<file path="config.mk">
export PLATFORM = sky130hd
export DESIGN_NAME = regfile_mp
export DESIGN_NICKNAME = d
export VERILOG_FILES = /design/src/rtl/regfile_mp.sv
export SDC_FILE = /design/constraint.sdc
export NUM_CORES = 2
export LEC_CHECK = 0
export BUFFER_PORTS_ARGS = -buffer_cell sky130_fd_sc_hd__clkbuf_2
export CORE_ASPECT_RATIO = 0.9
export CORE_MARGIN = 3
export CORE_UTILIZATION = 30
export DETAILED_ROUTE_END_ITERATION = 8
export GPL_TIMING_DRIVEN = 0
export HOLD_SLACK_MARGIN = 0.1
export SYNTH_ARGS = -nofsm -noshare
export SYNTH_HDL_FRONTEND = slang
export SYNTH_SLANG_ARGS = --single-unit
</file>
<file path="constraint.sdc">
create_clock -name clk -period 4.5 [get_ports clk]
set_clock_uncertainty 0.2 [all_clocks]
set_input_delay 0.45 -clock clk [delete_from_list [all_inputs] [get_ports clk]]
set_output_delay 0.45 -clock clk [all_outputs]
set_load 0.01 [all_outputs]
</file>
<file path="src/rtl/regfile_mp.sv">
// Multi-ported integer register file with zero-latency bypassed reads and a
// per-register busy scoreboard for tracking outstanding producers.
module regfile_mp #(
  parameter  int unsigned XLEN  = 32,
  parameter  int unsigned NREGS = 32,
  parameter  int unsigned NRD   = 2,
  parameter  int unsigned NWR   = 1,
  localparam int unsigned AW    = $clog2(NREGS)
) (
  input  logic                  clk,
  input  logic                  rst,
  input  logic [NWR-1:0]        we,
  input  logic [NWR*AW-1:0]     waddr,
  input  logic [NWR*XLEN-1:0]   wdata,
  input  logic [NRD*AW-1:0]     raddr,
  output logic [NRD*XLEN-1:0]   rdata,
  output logic [NRD-1:0]        rbusy,
  input  logic                  alloc,
  input  logic [AW-1:0]         alloc_rd,
  input  logic                  flush,
  output logic [NREGS-1:0]      busy_vec
);

  logic [AW-1:0]   wa [NWR];
  logic [XLEN-1:0] wd [NWR];
  logic [XLEN-1:0] regs   [NREGS];
  logic [XLEN-1:0] regs_d [NREGS];
  logic [NREGS-1:0] busy_d;

  for (genvar i = 0; i < NWR; i++) begin : g_wsplit
    assign wa[i] = waddr[i*AW +: AW];
    assign wd[i] = wdata[i*XLEN +: XLEN];
  end

  // Later ports overwrite earlier ones so the highest-index writer wins.
  always_comb begin
    regs_d = regs;
    for (int unsigned i = 0; i < NWR; i++) begin
      if (we[i] && (wa[i] != '0)) begin
        regs_d[wa[i]] = wd[i];
      end
    end
    regs_d[0] = '0;
  end

  always_ff @(posedge clk or negedge rst) begin
    if (!rst) begin
      for (int unsigned r = 0; r < NREGS; r++) begin
        regs[r] <= '0;
      end
    end else begin
      regs <= regs_d;
    end
  end

  // Scoreboard: write clears, alloc sets (and beats a same-cycle write), flush clears all.
  always_comb begin
    busy_d = busy_vec;
    for (int unsigned i = 0; i < NWR; i++) begin
      if (we[i]) begin
        busy_d[wa[i]] = 1'b0;
      end
    end
    if (alloc) begin
      busy_d[alloc_rd] = 1'b1;
    end
    if (flush) begin
      busy_d = '0;
    end
    busy_d[0] = 1'b0;
  end

  always_ff @(posedge clk or negedge rst) begin
    if (!rst) begin
      busy_vec <= '0;
    end else begin
      busy_vec <= busy_d;
    end
  end

  // Read ports: forward same-cycle write data, and a forwarded register is not busy.
  for (genvar j = 0; j < NRD; j++) begin : g_rd
    logic [AW-1:0]   ra;
    logic [XLEN-1:0] val;
    logic            hit;

    assign ra = raddr[j*AW +: AW];

    always_comb begin
      val = regs[ra];
      hit = 1'b0;
      for (int unsigned i = 0; i < NWR; i++) begin
        if (we[i] && (wa[i] == ra) && (ra != '0)) begin
          val = wd[i];
          hit = 1'b1;
        end
      end
    end

    assign rdata[j*XLEN +: XLEN] = val;
    assign rbusy[j] = busy_vec[ra] & ~hit;
  end

endmodule

</file>
* After elaboration in Yosys (flattened, before gate mapping)
Cells that the tools add are included.
** Word-level totals
- Bits in registers :: 1023
- Input bits :: 57
- Output and inout bits :: 98
- Word-level logic and storage cells :: 89
** Operators by class
- $lt $le $gt $ge :: 10
- Equality and inequality tests :: 2
- Multiplexer cells :: 24
- Bitwise gates (word level) :: 10
- Reductions and logical operators :: 11
** Operators by type and width (count)
- $bwmux 1024 :: 1
- $bmux 32 s5 :: 2
- $mux 32 :: 10
- $demux 32 s5 :: 1
- $and 32x32->32 :: 1
- $not 32->32 :: 1
- $or 32x32->32 :: 1
- $lt 5x6->1 const B :: 4
- $ge 6x6->1 const B :: 3
- $not 5->6 :: 3
- $reduce_bool 5->1 :: 3
- $bmux 1 s5 :: 2
- $demux 1 s5 :: 2
- $eq 5x5->1 :: 2
- $ge 5x1->1 const B :: 2
- $logic_and 1x1->1 :: 8
- $lt 6x1->1 const B :: 1
- $mux 1 :: 6
- $and 1x1->1 :: 2
- $not 1->1 :: 2

* Logic depth before layout (Yosys ltp)
- Word-level depth :: 10
- Gate-level depth with buffers :: 10
- Mapped depth without buffers :: 5

* Worst setup path after synthesis
OpenSTA, ideal clock, no wires.
- Kind :: input port to output port
- From :: in raddr[6]
- To :: out rdata[40]
- Arrival time :: 2070 ps
- Slack :: 1780 ps
- Cell stages on the path :: 8
- Path buffers :: 4
- Cell sequence :: buf_2 -> or2_1 -> clkbuf_1 -> o31ai_2 -> a211oi_1 -> buf_2 -> buf_6 -> o41ai_1
** Between the ends
- Cells in the longest elaborated chain, start to end :: 5
- Elaborated cells between the ends (all ways) :: 9
- Those cells by class :: 1 x eq/ne; 4 x mux; 1 x bitwise; 3 x reduce/logical
** Ends and longest elaborated chain
- from (decl) :: line 15 : input logic [NRD*AW-1:0] raddr,
- $not 5->6 (not written as such) :: line 90 : val = regs[ra];
- $bmux 32 s5 :: line 90
- $mux 32 (not written as such) (2 in series) :: line 90
- $mux 32 * :: line 93 : if (we[i] && (wa[i] == ra) && (ra != '0)) begin
- to (decl) :: line 16 : output logic [NRD*XLEN-1:0] rdata,
Every way passes the cells marked *; elsewhere a longest branch is shown, timed or not. The select of a mux whose other input is x is not followed.

* Worst setup path after layout
- From :: in raddr[8]
- To :: out rdata[32]
Same word-level chain as after synthesis.

==> metrics.md <==
| Metric | Value |
|---|---|
| Status | `finished, violations left` |
| Failing checks | `negative setup slack` |
| Synth cell types | `56` |
| Multi-input logic area | `27810 um^2` |
| Crit path DAT | `4.03 ns` |
| Internal power | `20.15 mW` |
| Worst Setup End Kind | `output pin` |
| Final instance area | `64130 um^2` |
| Layout Nets | `4206` |
| Clk sinks | `1023` |
| Fin cells | `6657` |
| Net Sw Frac | `30.19%` |
| Worst Path Required | `3.85 ns` |
| Hold Fails Final Rpt | `0` |
| Reg2Reg Depth | `3` |
| Hold_ws | `0.1704 ns` |
| Yosys top cell area share | `46.27%` |
| Period utilization | `104.1%` |
| Bufs and invs on worst path | `5` |
| Gate power share | `22.4%` |
| Seq pwr share | `42.8%` |
| Synth Area in Simple Gates | `2.356%` |
| Syn avg cell area | `14.45 um^2` |
| Count leader, synth | `dfrtp_1` |
| Number of global-route vias before repair | `40764` |
| Register area share after synthesis | `46.27%` |
| Initial antenna violation count | `16` |
| Seq. cell area | `25600 um^2` |
| Share of cells above drive strength 1 | `49.26%` |
| Die Ht | `413.4 um` |
| # DRC | `0` |
| Fin util | `35.23%` |
| Max-Cap Viols | `0` |
| Primary FF master, synth | `dfrtp_1` |
| Leakage | `27.39 nW` |
| Die area | `189600 um^2` |
| Async set-reset flop share out of synthesis | `100.0%` |
| Detailed placer's ending HPWL | `178500 um` |
| Slew HR | `3.666%` |
| Filler cell count | `17474` |
| Sw Pwr | `8.713 mW` |
| Min cycle time layout | `4.684 ns` |
| Synthesized cell area | `55330 um^2` |
| Final WL | `245200 um` |
| Iteration-0 DRC Markers | `5717` |
| Clk pwr share | `34.9%` |
| CP top delay family | `buffers and inverters` |
| XOR/XNOR Fraction of Synth Area | `0.1266%` |
| Commonest cells post-synth | `dfrtp_1 (1023), mux2_2 (1007), mux4_2 (412), clkbuf_1 (175), buf_2 (135)` |
| Via density | `6.169` |
| Clk slew on worst S/H paths | `0.06 ns` |
| Worst Tran Pin Value | `1.445 ns` |
| Top post-synthesis cells by area | `dfrtp_1 (46%), mux2_2 (20%), mux4_2 (17%), mux2i_1 (1.8%), mux2_4 (1.6%)` |
| Tot Pwr | `28.86 mW` |
| Row count | `148` |
| Crit path cell chain | `clkbuf_2 -> buf_4 -> clkinv_1 -> nor2_4 -> buf_1 -> a22oi_1 -> o21a_1 -> o31ai_1 -> clkbuf_2` |
| Area grow syn2layout | `15.89%` |
| Cell Area, Placed | `59380 um^2` |
| Final GP Congestion | `1.049` |
| Ys Warns | `0` |
| I/O pin count | `155` |
| Achievable frequency | `0.2135 GHz` |
| Cell taking the most area after synthesis | `dfrtp_1` |
| Final setup vio count | `26` |
| Port bufs | `144` |
| Largest family of logic cells by synthesized area | `multiplexers` |
| Avg WL per Cell | `36.84 um` |
| Mux cell area share after synthesis | `40.59%` |
| Clock latency on the worst-skew pair | `0.74 ns` |
| Largest net degree at the start of global routing | `106` |
| Die W | `458.7 um` |
| CTS tree | `done` |
| Placed insts | `6384` |
| PD cells | `450.0 nW/um^2` |
| EDFF count, synth | `0` |
| First-pass GRT wire length | `335400 um` |
| Root buf cell | `clkbuf_16` |
| Flops & latches, synth | `1023` |
| Vias | `41069` |
| Final setup margin | `-0.1837 ns` |
| Syn_nets | `3886` |
| CP max stage delay | `0.76 ns` |
| Most frequent cell on the critical path | `clkbuf_2` |
| Core Box Area | `182000 um^2` |
| Detailed Routing Iterations Pass 1 | `6` |
| CTS Buf Count | `113` |
| Detail Route Antenna Nets | `0` |
| Post-synthesis compound-gate area fraction | `6.793%` |
| Post-synthesis adder-cell area fraction | `0%` |
| Htree depth | `3` |
| CP max stage cell | `o31ai_1` |
| VDD IR max | `0.0003548 V` |
| GR Overflow Total | `0` |
| Max Slew Vio Count | `0` |
| Crit Path Max Fanout | `10` |
| Kind of critical path | `input port to output pin` |
| Clk buf depth | `3` |
| Post-Synthesis Cells | `3829` |
| Levels on crit path | `9` |
| Initial Util | `30.40%` |
| Startpoint Class | `input port` |
| Hold crit path type | `input port to async pin` |
| GRT Resource Usage Total | `25.41%` |
-- layer usage --
metal,wire length [um],vias up,GRT usage [%]
met1,91790,21720,32.08
met4,19690,4,17.69
met5,145,-,0.4872
met2,102500,3064,36.13
met3,31110,692,9.103
li1,-,15589,-
-- logic make-up after synthesis --
logic type	after synthesis
xor+xnor	8
simple gates	281
buf+inv	421
compound gates	521
mux	1574
flops	1023
other cells	1
-- cell usage in the layout, fill, tap and decap left out, types with 24 or more instances in the layout --
cell and instances:
clkbuf_1 181, o21ai_0 35, buf_4 52, a21oi_1 73
buf_1 30, o22ai_1 104, mux4_2 412, dlygate4sd3_1 47
nor3_1 27, mux2_4 58, buf_6 28, buf_2 132
dfrtp_1 1023, clkbuf_2 157, a221oi_1 70, nor2_1 82
mux2i_1 97, clkbuf_16 114, nand2_1 94, clkinv_2 24
a22oi_1 70, clkbuf_8 25, a22o_1 24, mux2_2 1007
-- state kept, by name, summed over array words and instances (netlist names) --
signal	count
regs	992
busy_vec	31
-- metrics by stage --
stage	setup WS [ns]	setup TNS, ns
6_report	-0.1837	-1.487
5_1_grt	-0.008487	-0.008487
4_1_cts	0.005776	0
3_5_place_dp	-0.7618	-15.46
3_3_place_gp	-23.00	-
2_1_floorplan	1.780	0
-- worst register-to-register path: cells and delay by family (launching register included) --
family / cells / cell delay, ns
AOI/OAI and AO/OA: 2 / 0.24
buffers and inverters: 1 / 0.57
DFF: 1 / 0.43
-- power groups by stage --
stage	logic [mW]	registers [mW]	clock network (mW)
2_1_floorplan	4.19	11.9	0
3_3_place_gp	6.03	12.3	0
3_5_place_dp	6.18	12.4	0
4_1_cts	6.27	12.3	10.1
5_1_grt	6.68	12.5	10.5
6_report	6.45	12.3	10.1
-- repair_timing --
item                                    4_1_cts  5_1_grt
endpoints found under the setup margin       48       17
setup buffers                                 2        2
gates resized for setup                      35       21
pin swaps                                     1        0
hold endpoints to repair                    450        0
hold buffers                                 48        0
-- worst paths after layout --
check	slack (ns)	end	startpoint
worst max-delay path	-0.18	rdata[32]	raddr[8]
worst min-delay path	0.17	regs[7]	rst
worst max register to register	2.99	busy_vec[7]	busy_vec[7]
worst min register to register	0.32	regs[44]	regs[44]
max in group asynchronous	1.23	regs[985]	rst
min in group clk	0.32	regs[44]	regs[44]
-- layout make-up --
cell class              count  share of cell area, %
multi-input cells        2385                  43.37
flip-flops and latches   1023                  39.92
clock buffers             161                  5.098
well taps                2400                  4.683
plain buffers             415                  3.368
repair buffers            207                  2.433
clock inverters            54                  1.075
diodes                      8                0.03122
inverters                   4                0.02341
(Power assumes the default switching activity.)
